==> src/rtl/multdiv_pkg.sv <==
// multdiv_pkg: shared width, iteration count, FSM states and op codes for the multiply/divide unit
package multdiv_pkg;
  localparam int WIDTH = 32;
  localparam int ITER = WIDTH;
  localparam int CW = $clog2(ITER);
  typedef enum logic [1:0] {IDLE, RUN, FIX, DONE} state_t;
  typedef enum logic {OP_MUL, OP_DIV} op_t;
endpackage

==> src/rtl/multdiv_step.sv <==
// multdiv_step: one combinational Booth add/sub or restoring-division trial step
module multdiv_step
  import multdiv_pkg::*;
(
  input  op_t              op,
  input  logic [WIDTH:0]   hi,
  input  logic [WIDTH:0]   b,
  input  logic [1:0]       booth,
  input  logic             q_msb,
  output logic [WIDTH:0]   nxt,
  output logic             q_bit
);
  logic [WIDTH:0] r_sh, x, addend, sum;
  logic sub;
  always_comb begin
    r_sh = {hi[WIDTH-1:0], q_msb};
    x = op == OP_DIV ? r_sh : hi;
    sub = op == OP_DIV || booth == 2'b10;
    addend = sub ? ~b : booth == 2'b01 ? b : '0;
    sum = x + addend + {{WIDTH{1'b0}}, sub};
    q_bit = ~sum[WIDTH];
    // a negative trial difference restores the shifted remainder
    nxt = op == OP_DIV ? (sum[WIDTH] ? r_sh : sum) : sum;
  end
endmodule

==> src/rtl/multdiv.sv <==
// multdiv: iterative signed 32-bit Booth multiplier / restoring divider with one-cycle ready pulse
module multdiv
  import multdiv_pkg::*;
(
  input  logic             clock,
  input  logic             ctrl_reset_n,
  input  logic [WIDTH-1:0] data_operandA,
  input  logic [WIDTH-1:0] data_operandB,
  input  logic             ctrl_MULT,
  input  logic             ctrl_DIV,
  output logic [WIDTH-1:0] data_result,
  output logic             data_exception,
  output logic             data_resultRDY,
  output logic             data_busy
);
  state_t state, state_nx;
  op_t op;
  logic [CW-1:0] count;
  logic [WIDTH:0] hi, b, nxt;
  logic [WIDTH-1:0] lo, abs_a, abs_b;
  logic q_m1, neg, fault, q_bit, start;
  always_comb begin
    start = (state == IDLE || state == DONE) && (ctrl_MULT ^ ctrl_DIV);
    abs_a = data_operandA[WIDTH-1] ? -data_operandA : data_operandA;
    abs_b = data_operandB[WIDTH-1] ? -data_operandB : data_operandB;
    state_nx = start ? RUN :
               state == RUN ? (count == CW'(ITER-1) ? FIX : RUN) :
               state == FIX ? DONE : IDLE;
    data_busy = state == RUN || state == FIX;
  end
  multdiv_step u_step (
    .op    (op),
    .hi    (hi),
    .b     (b),
    .booth ({lo[0], q_m1}),
    .q_msb (lo[WIDTH-1]),
    .nxt   (nxt),
    .q_bit (q_bit)
  );
  always_ff @(posedge clock or negedge ctrl_reset_n) begin
    if (!ctrl_reset_n) begin
      state <= IDLE;
      op <= OP_MUL;
      count <= '0;
      hi <= '0;
      b <= '0;
      lo <= '0;
      q_m1 <= 1'b0;
      neg <= 1'b0;
      fault <= 1'b0;
      data_result <= '0;
      data_exception <= 1'b0;
      data_resultRDY <= 1'b0;
    end else begin
      state <= state_nx;
      data_resultRDY <= state == FIX;
      if (start) begin
        op <= ctrl_DIV ? OP_DIV : OP_MUL;
        count <= '0;
        hi <= '0;
        q_m1 <= 1'b0;
        lo <= ctrl_DIV ? abs_a : data_operandA;
        b <= ctrl_DIV ? {1'b0, abs_b} : {data_operandB[WIDTH-1], data_operandB};
        neg <= data_operandA[WIDTH-1] ^ data_operandB[WIDTH-1];
        fault <= data_operandB == '0 ||
                 (data_operandA == {1'b1, {(WIDTH-1){1'b0}}} && &data_operandB);
      end else if (state == RUN) begin
        // multiply shifts {hi,lo,q_m1} right arithmetically; divide shifts quotient bits in from the right
        count <= count + 1'b1;
        hi <= op == OP_DIV ? nxt : {nxt[WIDTH], nxt[WIDTH:1]};
        lo <= op == OP_DIV ? {lo[WIDTH-2:0], q_bit} : {nxt[0], lo[WIDTH-1:1]};
        q_m1 <= lo[0];
      end else if (state == FIX) begin
        data_result <= op == OP_MUL ? lo : fault ? '0 : neg ? -lo : lo;
        data_exception <= op == OP_MUL ? hi[WIDTH-1:0] != {WIDTH{lo[WIDTH-1]}} : fault;
      end
    end
  end
endmodule

==> config.mk <==
export PLATFORM = sky130hd
export DESIGN_NAME = multdiv
export DESIGN_NICKNAME = d
export VERILOG_FILES = /design/src/rtl/multdiv_pkg.sv /design/src/rtl/multdiv_step.sv /design/src/rtl/multdiv.sv
export SDC_FILE = /design/constraint.sdc
export NUM_CORES = 1
export LEC_CHECK = 0
export ABC_AREA = 1
export CAP_MARGIN = 15
export CORE_ASPECT_RATIO = 0.8
export CORE_MARGIN = 4
export CORE_UTILIZATION = 50
export DETAILED_ROUTE_END_ITERATION = 8
export DONT_BUFFER_PORTS = 1
export GPL_TIMING_DRIVEN = 0
export PLACE_DENSITY_LB_ADDON = 0.08
export SYNTH_ARGS = -nofsm -noshare
export SYNTH_HDL_FRONTEND = slang
export SYNTH_HIERARCHICAL = 1
export SYNTH_SLANG_ARGS = --single-unit
==> constraint.sdc <==
create_clock -name clock -period 5.2 [get_ports clock]
set_clock_uncertainty 0.2 [all_clocks]
set_input_delay 1.04 -clock clock [delete_from_list [all_inputs] [get_ports clock]]
set_output_delay 1.04 -clock clock [all_outputs]
set_load 0.005 [all_outputs]
Yosys cells after proc, flatten, opt, wreduce, memory -nomap -nowiden --
Index checks and enable logic that the tools add are counted.
Storage, ports and cells: memory bits (read-only) 0, RAM bits 0, flip-flop bits (word level) 143, memories kept 0, bits in latches 0, bits of input ports 68
Operators by class: equal/unequal tests 8, magnitude comparators 0, multiply operators 0, mux-type cells 28, bitwise logic cells 6, reductions and logical operators 11, div/mod/pow operators 0, shift operators 0, add/subtract/negate cells 6
Operators by type and width (count):
- 32-bit 2-to-1 mux | 10
- 33-bit 2-to-1 mux | 8
- 32-bit negator | 3
- 33-bit by 1-bit adder with 33-bit output | 1
- 33-bit adder | 1
- 33-bit NOT | 1
- 32-bit == test (second input constant) | 1
- 32-bit logical NOT | 1
- 32-bit inequality test | 1
- 32-bit AND reduction | 1
- 5-bit 2-to-1 mux | 2
- 2-bit 2-to-1 mux | 4
- 2-bit == test (second input constant) | 3
- 5-bit by 1-bit adder with 5-bit output (second input constant) | 1
- 5-bit == test (second input constant) | 1
- 2-bit by 1-bit == test with 1-bit output (second input constant) | 2
- 1-bit logical OR | 4
- 1-bit 2-to-1 mux | 4
- 1-bit NOT | 3
- 3-bit AND reduction | 1
- 1-bit logical AND | 2
- 2-bit logical NOT | 1
- 2-bit nonzero test | 1
- 1-bit bitwise XOR | 2

Depth between registers and ports, before layout --
Gate-level depths: netlist of run 1.
depth in word-level cells 10, mapped depth 26, depth with buffers taken out 25

Hierarchy --
The synthesis of run 1 kept the hierarchy.
By module, submodules not included:
- multdiv | seq. area each 3578.4 sq um, cells an instance 1430, times used 1, area an instance 9549.2 sq um
- multdiv_step | seq. area each 0.0 sq um, cells an instance 739, times used 1, area an instance 3510.9 sq um

Worst setup path after synthesis of run 1 --
No wires, ideal clock.
path kind register to register, from reg op, to reg hi[10], path slack 1.615 ns, path buffers 3, cell stages (with the launch flop) 27, data arrival time 3.308 ns, library setup time 0.077 ns, clock period less this slack 3.585 ns, cells stage by stage dfrtp_1 inv_2 nand2_2 nor2_2 clkbuf_1 a21oi_1 fa_1 inv_1 fa_1 nand2_1 nand2_1 nand3_1 nand2_1 nand2_1 nand2_2 nand2_1 nand2_1 nand2_1 nand3_2 buf_6 buf_6 nand2_1 o21ai_2 inv_1 o21ai_0 nand2_1 a21oi_1
Between the ends: cells in the longest elaborated chain, start to end 9, elaborated cells on any way between the ends 10, classes of those cells add/sub (2); mux (7); reduce/logical (1)
Ends and longest elaborated chain:
- from (decl) | line multdiv.sv:17 | op_t op;
- from (signal assigned) | line multdiv.sv:58 | op <= ctrl_DIV ? OP_DIV : OP_MUL;
- 1-bit logical OR | line multdiv_step.sv:18 | sub = op == OP_DIV || booth == 2'b10;
- 33-bit 2-to-1 mux | line multdiv_step.sv:19 | addend = sub ? ~b : booth == 2'b01 ? b : '0;
- 33-bit adder | line multdiv_step.sv:20 | sum = x + addend + {{WIDTH{1'b0}}, sub};
- 33-bit by 1-bit adder with 33-bit output | line multdiv_step.sv:20
- 33-bit 2-to-1 mux | line multdiv_step.sv:23 | nxt = op == OP_DIV ? (sum[WIDTH] ? r_sh : sum) : sum;
- 33-bit 2-to-1 mux (*) | line multdiv_step.sv:23
- via nxt[11] | line multdiv.sv:19 | logic [WIDTH:0] hi, b, nxt;
- 32-bit 2-to-1 mux (*) | line multdiv.sv:70 | hi <= op == OP_DIV ? nxt : {nxt[WIDTH], nxt[WIDTH:1]};
- 33-bit 2-to-1 mux (*) | line multdiv.sv:67 | end else if (state == RUN) begin
- 33-bit 2-to-1 mux (*) | line multdiv.sv:57 | if (start) begin
- to (signal assigned) | line multdiv.sv:70
- to (decl) | line multdiv.sv:19
The timed path passes the listed nets; every way through them passes the cells marked *. The select of a mux whose other input is x is not followed. A chain may end at the register's enable or synchronous reset.

Worst setup path after layout of run 1 --
from reg op, to reg hi[31]
Same word-level chain as after synthesis.

==> results of run 1 <==
## through the flow
stage                util  power [mW]  instance area [um^2]
global placement    0.529        10.1                 13500
floorplan               -        7.86                 13100
global route        0.554        12.9                 14100
CTS                 0.554        11.6                 14100
finish              0.554        11.8                 14100
detailed placement  0.529        10.2                 13500
## cells in the final DEF (no fill, tap or decap), types with 7 or more instances in the layout
cell type | synthesis | routed
nand2_1 | 727 | 727
inv_1 | 271 | 271
o21ai_0 | 220 | 220
nand3_1 | 197 | 197
nor2_1 | 174 | 174
dfrtp_1 | 143 | 143
a21oi_1 | 89 | 89
clkbuf_1 | 39 | 39
ha_1 | 39 | 39
nand4_1 | 31 | 31
xor2_1 | 29 | 29
nor3_1 | 28 | 28
buf_2 | 23 | 23
clkbuf_16 | 0 | 17
xnor2_1 | 13 | 13
o21ai_1 | 10 | 10
buf_1 | 9 | 9
inv_2 | 9 | 9
o21ai_2 | 9 | 9
a22oi_1 | 9 | 9
nand2_2 | 8 | 8
nor2_2 | 8 | 8
nand3b_1 | 8 | 8
buf_4 | 7 | 7
o211ai_1 | 7 | 7
## registers in the layout, summed over array words and instances (netlist names)
| name | cells |
|---|---|
| state | 2 |
| lo | 32 |
| hi | 33 |
| count | 5 |
| op | 1 |
| fault | 1 |
| data_exception | 1 |
| b | 33 |
| neg | 1 |
| data_result | 32 |
| q_m1 | 1 |
| data_resultRDY | 1 |
## path summary, 6_finish.rpt
| path | to | cells past startpoint |
|---|---|---|
| worst max-delay path | hi[31] | 22 |
| worst min-delay path | hi[19] | 0 |
| worst max register to register | hi[31] | 22 |
| worst min register to register | hi[32] | 2 |
| max in group asynchronous | b[30] | 0 |
| min in group clock | hi[32] | 2 |
## power by group through the flow
| stage | Sequential, mW | Combinational (mW) | Clock (mW) |
|---|---|---|---|
| after floorplan | 2.04 | 5.83 | 0 |
| after global placement | 2.27 | 7.81 | 0 |
| after detailed placement | 2.28 | 7.91 | 0 |
| after CTS | 2.26 | 7.95 | 1.34 |
| after global routing | 2.35 | 9.15 | 1.39 |
| final | 2.30 | 8.16 | 1.34 |
## cells by family after synthesis
logic type,synth area share
simple gates,0.387
xor+xnor,0.0282
buf+inv,0.113
compound gates,0.157
flops,0.274
fa+ha+maj,0.0404
## layer usage
layer	share of wire	routed length, um	vias up
li1	-	-	7035
met1	0.48	22500	6581
met2	0.36	17100	741
met3	0.14	6730	51
met4	0.012	564	2
met5	0.0015	69	-
## worst register-to-register path: cells and delay by family, from the launching register on
kind | cells | cell delay, ns
and+or+nand+nor | 10 | 1.34
buffers and inverters | 6 | 1.14
AOI/OAI and AO/OA | 5 | 1.07
DFF | 1 | 0.56
adders and majority gates | 1 | 0.42
## final cells by class
type / count / area, um^2
clock buffers: 17 / 425
fillers: 2731 / 11400
clock inverters: 15 / 209
plain buffers: 84 / 424
multi-input cells: 1661 / 8000
well taps: 351 / 439
flip-flops and latches: 143 / 3580
inverters: 281 / 1050
==> impl_metrics.py, run 1 <==
metrics = {
    "floorplan": {
        "die-area_um2": 28800,
        "fp.dieW_um": 189,
        "rows": 52,
        "start_util": 0.512,
        "io_pins": 103,
        "die_y_um": 153,
        "core_um2": 25500,
    },
    "routing": {
        "wl_per_cell_um": 18.4,
        "antenna_left": 0,
        "drt-initial-drc-count": 1565,
        "via_per_inst": 5.65,
        "drt_pass1_iterations": 6,
        "totalWireLength_um": 47100,
        "drc_errors": 0,
        "vias": 14400,
    },
    "power": {
        "cellPowerDensity_nw_per_um2": 835,
        "p_switching_mw": 6.71,
        "pwr-share-seq": 0.195,
        "p_sw_frac": 0.569,
        "p_comb_frac": 0.692,
        "p_int_mw": 5.09,
        "peakVddDrop_mv": 0.292,
        "p_leak_nw": 7.19,
        "p_clk_frac": 0.114,
    },
    "cts": {
        "clk_latency_ns": 0.44,
        "post_cts.repair.setup_buffers": 0,
        "cts_max_level": 4,
        "cts_buffers": 17,
        "postCtsHoldBufs": 0,
        "clock-root-buffer": "clkbuf_16",
        "clkSinkCount": 143,
        "clkTransAtPathRegs_ns": 0.07,
        "cts_tree": "yes",
        "cts_resized": 0,
        "clock_path_buffers": 2,
    },
    "worst_setup_path": {
        "cp_top_family": "simple AND/OR/NAND/NOR gates",
        "path_cells": "inv_2, nand2_2, nor2_2, clkbuf_1, nand2_1, o21ai_0, ha_1, nand2_1, inv_1, a21oi_2, nand2_1, a21oi_2, nand3_1, nand3_2, buf_2, nand2_1, nand2_1, inv_1, inv_1, nand2_1, o2111ai_1, o21ai_0",
        "crit_path_frequent_cell": "nand2_1",
        "crit_slowest_cell": "dfrtp_1",
        "start_kind": "flip-flop",
        "cpPeakStageDelay_ns": 0.56,
        "rr_startpoint": "op",
        "crit_arrival_ns": 4.95,
        "path_buf_inv": 6,
        "crit_fanout": 10,
        "reg2reg_slack_ns": 0.35,
        "path_class": "reg2reg",
        "crit_path_end_kind": "flip-flop",
        "cp.required_ns": 5.30,
        "cp-startpoint": "op",
    },
    "placed_design": {
        "gp_congestion": 0.996,
        "dpl.hpwl_um": 38100,
        "port_buffers": 0,
        "dpl.cell_count": 2520,
        "pre_cts_ws_ns": 0.533,
    },
    "cells_and_area": {
        "antennaDiodeCount": 0,
        "fin_cells": 2552,
        "drive_gt1_frac": 0.0550,
        "layout.nets": 2297,
        "syn2layout_area_growth_pct": 8.22,
    },
    "synth": {
        "ys_seq_area_frac": 0.274,
        "async_reset_ff_frac": 1.00,
        "synth_enable_flop_cells": 0,
        "netlist.area_leader.share": 0.274,
        "synthDistinctLibCells": 50,
        "synth_common_cells": "nand2_1 (727), inv_1 (271), o21ai_0 (220)",
        "synth_warnings": 6,
        "synth_nets": 2278,
        "ys_seq_elements": 143,
        "synth_flop_cell": "dfrtp_1",
        "synth.most_common_cell": "nand2_1",
        "avgSynthCellArea_um2": 6.02,
        "netlist_area_um2": 13100,
        "synthTopCellsByArea": "dfrtp_1 (27%), nand2_1 (21%), o21ai_0 (8.4%)",
        "synth_top_area_cell": "dfrtp_1",
        "netlist_instances": 2169,
    },
    "timing": {
        "drv_slew": 0,
        "rsz0062_at_grt": "no",
        "period_needed_ns": 4.85,
        "post-route-period-util": 0.933,
        "setup_slack_ns": 0.350,
        "timing.hold.ws_ns": 0.109,
        "max-slew-margin-rel": 0.487,
        "worstMarginPinSlew_ns": 0.761,
        "setup_viol": 0,
        "hold_viol_final": 0,
        "setup-tns-final_ns": 0,
        "max_freq_mhz": 206,
    },
    "grt": {
        "grt_pass1_vias": 13000,
        "grt-ovfl-total": 0,
        "met2_usage": 0.408,
        "antenna_found_initial": 0,
        "use_met3": 0.119,
        "grt_max_degree": 144,
        "met1_usage": 0.511,
        "grt_pass1_wl_um": 72500,
        "track_usage": 0.320,
        "grt_busiest_layer": "met1",
    },
    "status": {
        "status": "finished clean",
    },
    "run": {
        "drv_cap": 0,
    },
    "min_path": {
        "hold_path_class": "in2async",
    },
}
Note: power is estimated with default switching activity, not from simulation.
==> run 2: changes to the inputs <==
--- a/config.mk
+++ b/config.mk
@@ -9,7 +9,7 @@
 export CAP_MARGIN = 15
 export CORE_ASPECT_RATIO = 0.8
 export CORE_MARGIN = 4
-export CORE_UTILIZATION = 50
+export CORE_UTILIZATION = 52
 export DETAILED_ROUTE_END_ITERATION = 8
 export DONT_BUFFER_PORTS = 1
 export GPL_TIMING_DRIVEN = 0
==> run 2 against run 1 <==
Against the previous run:
- wire length down 0.34%
- clock power about the same
- combinational power about the same
- critical path depth unchanged
- via count about the same
- total power up 0.16%
- largest power group unchanged
- die area down 3.7%
- global-route usage up 1.9 points
==> impl_metrics.py, run 2 (synthesis results as in run 1) <==
metrics = {
    "power": {
        "p_sw_frac": 0.568,
        "power.total_mw": 11.8,
        "peakVddDrop_mv": 0.342,
        "p_int_mw": 5.10,
        "p_comb_frac": 0.690,
        "p_leak_nw": 7.18,
        "pwr-share-seq": 0.194,
        "cellPowerDensity_nw_per_um2": 838,
        "p_clk_frac": 0.115,
        "p_switching_mw": 6.72,
    },
    "floorplan": {
        "rows": 51,
        "io_pins": 103,
        "die-area_um2": 27700,
        "die_y_um": 150,
        "core_um2": 24500,
        "start_util": 0.533,
        "fp.dieW_um": 185,
    },
    "grt": {
        "antenna_found_initial": 0,
        "grt_max_degree": 144,
        "grt-ovfl-total": 0,
        "grt_pass1_vias": 13300,
        "grt_pass1_wl_um": 72900,
        "track_usage": 0.339,
    },
    "cts": {
        "postCtsHoldBufs": 0,
        "post_cts.repair.setup_buffers": 0,
        "clk_latency_ns": 0.45,
        "cts_max_level": 4,
        "clkSinkCount": 143,
        "clkTransAtPathRegs_ns": 0.06,
        "clock-root-buffer": "clkbuf_16",
        "clock_path_buffers": 2,
        "cts_buffers": 17,
        "cts_resized": 0,
        "cts_tree": "yes",
    },
    "placed_design": {
        "port_buffers": 0,
        "dpl.hpwl_um": 38000,
        "gp_congestion": 0.982,
        "dpl.cell_count": 2487,
        "place_area_um2": 13500,
    },
    "cells_and_area": {
        "final_common_cell": "nand2_1",
        "fin_cells": 2519,
        "design_area_um2": 14100,
        "antennaDiodeCount": 0,
        "layout.nets": 2297,
        "fin_util": 0.575,
        "reg_top3": "b: 33 flops, hi: 33 flops",
        "syn2layout_area_growth_pct": 7.97,
        "drive_gt1_frac": 0.0550,
        "fillers": 2502,
        "layout_common_cells": "nand2_1 (727), inv_1 (271), o21ai_0 (220)",
    },
    "worst_setup_path": {
        "ff2ff_path_depth": 22,
        "start_kind": "flip-flop",
        "crit_fanout": 10,
        "crit_path_end_kind": "flip-flop",
        "crit_arrival_ns": 5.09,
        "path_class": "reg2reg",
        "cp.required_ns": 5.34,
    },
    "routing": {
        "drt-initial-drc-count": 1535,
        "drt_pass1_iterations": 9,
        "totalWireLength_um": 46900,
        "wl_per_cell_um": 18.6,
        "antenna_left": 0,
        "drc_errors": 0,
        "vias": 14400,
        "via_per_inst": 5.72,
    },
    "run": {
        "drv_cap": 0,
    },
    "timing": {
        "hold_viol_final": 0,
        "period_needed_ns": 4.96,
        "setup-tns-final_ns": 0,
        "worstMarginPinSlew_ns": 0.739,
        "drv_slew": 0,
        "post-route-period-util": 0.954,
        "max_freq_mhz": 202,
        "setup_viol": 0,
        "rsz0062_at_grt": "no",
        "max-slew-margin-rel": 0.502,
    },
    "min_path": {
        "hold_path_class": "in2async",
    },
    "status": {
        "status": "finished clean",
    },
}
run 2: cell types whose count changed in the layout (fill, tap and decap cells not counted), sizes merged:
cell / before / now
clkinv: 5 / 3
clkbuf: 56 / 57
clkinvlp: 2 / 3
run 2: area by class of cell:
class | instances | area [um^2] | area share
buffer | 84 | 424 | 0.0301
sequential | 143 | 3580 | 0.254
multi-input combinational | 1661 | 8000 | 0.568
inverter | 281 | 1050 | 0.0748
clock buffer | 18 | 439 | 0.0311
tap | 318 | 398 | 0.0282
clock inverter | 14 | 204 | 0.0145
run 2: path summary, 6_finish.rpt:
| path | from | to | slack (ns) |
|---|---|---|---|
| min reg2reg | b[32] | b[32] | 0.29 |
| max in group asynchronous | ctrl_reset_n | b[22] | 4.39 |
| min | ctrl_reset_n | data_result[10] | 0.11 |
| max reg2reg | op | hi[1] | 0.24 |
| min in group clock | b[32] | b[32] | 0.29 |
| max | op | hi[1] | 0.24 |
run 2: routing by layer:
metal	GRT usage	share of wire	vias to the layer above
met3	0.132	0.14	36
li1	-	-	7022
met5	0	0	-
met4	0.0525	0.0090	0
met2	0.448	0.38	717
met1	0.526	0.47	6636
run 2: through the flow:
| stage | worst slack (ns) | hold slack, ns |
|---|---|---|
| 3_5_place_dp | 0.522 | 0.276 |
| 4_1_cts | 0.464 | 0.0986 |
| 6_report | 0.242 | 0.110 |
| 5_1_grt | 0.0564 | 0.0961 |
| 3_3_place_gp | 0.547 | 0.267 |
| 2_1_floorplan | 1.61 | 0.250 |
run 2: power groups by stage:
stage               Sequential [mW]  Clock, mW  Combinational (mW)
floorplan                      2.04          0                5.83
global placement               2.27          0                7.77
detailed placement             2.28          0                7.89
CTS                            2.26       1.36                7.94
global route                   2.36       1.41                9.13
finish                         2.30       1.36                8.16
run 2: worst max-delay path, stage by stage (launching register included):
cell and delay (ns):
dfrtp_1 0.52, inv_2 0.26, nand2_2 0.11, nor2_2 0.34
clkbuf_1 0.40, nand2_1 0.08, o21ai_0 0.28, ha_1 0.43
a21oi_1 0.29, nand2_1 0.13, nand2_1 0.18, nand2_1 0.11
a21oi_2 0.28, nand2_1 0.13, nand2_1 0.09, nand3_2 0.07
buf_6 0.16, buf_6 0.15, o21ai_2 0.10, inv_1 0.05
o21ai_0 0.18, nand3_1 0.13, o21ai_0 0.17
==> run 3: changes to the inputs <==
--- a/config.mk
+++ b/config.mk
@@ -13,7 +13,7 @@
 export DETAILED_ROUTE_END_ITERATION = 8
 export DONT_BUFFER_PORTS = 1
 export GPL_TIMING_DRIVEN = 0
-export PLACE_DENSITY_LB_ADDON = 0.08
+export PLACE_DENSITY = 0.81
 export SYNTH_ARGS = -nofsm -noshare
 export SYNTH_HDL_FRONTEND = slang
 export SYNTH_HIERARCHICAL = 1
==> constraint.sdc (replaced) <==
create_clock -name clock -period 4.33 [get_ports clock]
set_clock_uncertainty 0.2 [all_clocks]
set_input_delay 0.866 -clock clock [delete_from_list [all_inputs] [get_ports clock]]
set_output_delay 0.866 -clock clock [all_outputs]
set_load 0.005 [all_outputs]
==> run 3 against run 2 <==
Against the previous run:
- critical path depth down 1
- via count is 2.5% higher
- register-to-register slack worse by 0.08 ns
- combinational power is 21% higher
- non-clock buffer count rose by 5
- setup slack got worse by 0.075 ns
- die area unchanged
- sequential share of layout area decreased by 0.12 points
- final cell count increased by 0.20%
- the flow now finishes with violations (hold timing)
==> impl_metrics.py, run 3 (synthesis results as in run 1) <==
metrics = {
    "run": {
        "drv_cap": 0,
    },
    "cts": {
        "cts_max_level": 4,
        "clk_latency_ns": 0.44,
        "clock_path_buffers": 2,
        "cts_tree": "yes",
        "cts_buffers": 17,
        "clkTransAtPathRegs_ns": 0.07,
        "clkSinkCount": 143,
        "clock-root-buffer": "clkbuf_16",
    },
    "power": {
        "peakVddDrop_mv": 0.485,
        "p_clk_frac": 0.109,
        "pwr-share-seq": 0.195,
        "p_comb_frac": 0.696,
        "p_leak_nw": 7.24,
        "power.total_mw": 14.2,
        "cellPowerDensity_nw_per_um2": 1000,
        "p_sw_frac": 0.569,
        "p_switching_mw": 8.07,
        "p_int_mw": 6.11,
    },
    "timing": {
        "setup_viol": 0,
        "timing.hold.ws_ns": -0.0845,
        "max-slew-margin-rel": 0.523,
        "hold_viol_final": 143,
        "setup_slack_ns": 0.167,
        "max_freq_mhz": 240,
        "post-route-period-util": 0.961,
        "period_needed_ns": 4.16,
        "rsz0062_at_grt": "no",
        "worstMarginPinSlew_ns": 0.716,
        "drv_slew": 0,
    },
    "cells_and_area": {
        "layout.nets": 2302,
        "reg_top3": "b: 33 flops, hi: 33 flops",
        "fin_cells": 2524,
        "layout_common_cells": "nand2_1 (726), inv_1 (271), o21ai_0 (211)",
        "antennaDiodeCount": 0,
        "drive_gt1_frac": 0.0644,
        "syn2layout_area_growth_pct": 8.52,
        "fin_util": 0.578,
        "final_common_cell": "nand2_1",
    },
    "floorplan": {
        "die-area_um2": 27700,
        "die_y_um": 150,
        "io_pins": 103,
        "fp.dieW_um": 185,
        "core_um2": 24500,
        "start_util": 0.533,
        "rows": 51,
    },
    "worst_setup_path": {
        "path_buf_inv": 5,
        "crit_slowest_cell": "dfrtp_2",
        "cp.required_ns": 4.43,
        "worstReg2RegEnd": "hi[26]",
        "crit_arrival_ns": 4.27,
        "reg2reg_slack_ns": 0.17,
        "cp_top_family": "compound AO/OA/AOI/OAI gates",
        "cp.depth": 21,
        "start_kind": "flip-flop",
        "crit_path_end_kind": "flip-flop",
        "path_cells": "clkinv_4, nand2_2, o21ai_4, clkbuf_4, o21ai_1, ha_1, nand2_1, inv_1, a21oi_2, nand2_1, a21oi_2, nand3_1, nand3_2, buf_2, nand2_1, nand2_1, inv_1, nand2_1, o21ai_0, nand3_1, o21ai_0",
        "cpPeakStageDelay_ns": 0.57,
        "rr_startpoint": "op",
        "path_class": "reg2reg",
        "crit_path_frequent_cell": "nand2_1",
        "crit_fanout": 10,
        "ff2ff_path_depth": 21,
    },
    "grt": {
        "grt_pass1_wl_um": 70800,
        "antenna_found_initial": 0,
        "grt_max_degree": 144,
        "grt-ovfl-total": 0,
        "grt_pass1_vias": 13100,
        "track_usage": 0.326,
    },
    "routing": {
        "wl_per_cell_um": 18.1,
        "vias": 14800,
        "drc_errors": 0,
        "via_per_inst": 5.85,
        "antenna_left": 0,
        "drt-initial-drc-count": 2045,
        "totalWireLength_um": 45800,
        "drt_pass1_iterations": 7,
    },
    "placed_design": {
        "port_buffers": 0,
        "dpl.hpwl_um": 36400,
        "dpl.cell_count": 2487,
        "gp_congestion": 1.04,
        "pre_cts_ws_ns": -0.331,
    },
    "min_path": {
        "hold_path_class": "in2async",
    },
    "status": {
        "failed_checks": "hold timing",
        "status": "complete, but fails checks",
    },
}
-- run 3: changes by cell type in the layout (fill, tap and decap cells not counted), moves of 2 or more --
cell       change
clkbuf_1       -8
clkbuf_2       +5
clkinv_4       +2
o21ai_0        -9
buf_6          +2
buf_4          +6
bufinv_16      -2
inv_8          +3
o21ai_2        +3
o21ai_1        +5
-- run 3: per-stage QoR --
step / TNS (ns) / instance area, um^2
2_1_floorplan: 0 / 13100
3_3_place_gp: -5.40 / 13500
3_5_place_dp: -8.15 / 13500
6_report: 0 / 14200
5_1_grt: 0 / 14200
4_1_cts: 0 / 14100
-- run 3: layer usage --
metal  track usage  up-vias  routed length [um]
li1              -     7056                   -
met1         0.492     6697               20400
met2         0.433      919               17500
met3         0.125       93                6870
met4        0.0785        2                 868
met5        0.0327        -                 124
-- run 3: cell type report --
class | count | area (um^2)
clock buffers | 18 | 439
plain buffers | 84 | 453
clock inverters | 14 | 170
multi-input cells | 1661 | 8040
fillers | 2453 | 10300
repair buffers | 5 | 37.5
inverters | 281 | 1060
well taps | 318 | 398
flip-flops and latches | 143 | 3580
-- run 3: worst max-delay path by stage --
stage                     startpoint     end
after floorplan                   op  hi[10]
after global placement            op  hi[16]
after detailed placement          op  hi[26]
after CTS                         op  hi[16]
after global routing              op  hi[15]
final                             op  hi[26]
-- run 3: timing repair --
item | in CTS | in global routing
pin swaps | 0 | 3
buffers inserted | 0 | 5
setup endpoints to repair | 35 | 34
endpoints found under the hold margin | 143 | 143
resized for setup | 12 | 34
-- run 3: power by group through the flow --
stage | registers [mW] | clock network, mW | logic [mW]
after floorplan | 2.45 | 0 | 7.00
after global placement | 2.70 | 0 | 9.22
after detailed placement | 2.72 | 0 | 9.38
after CTS | 2.71 | 1.55 | 9.44
after global routing | 2.83 | 1.61 | 11.0
final | 2.77 | 1.54 | 9.87
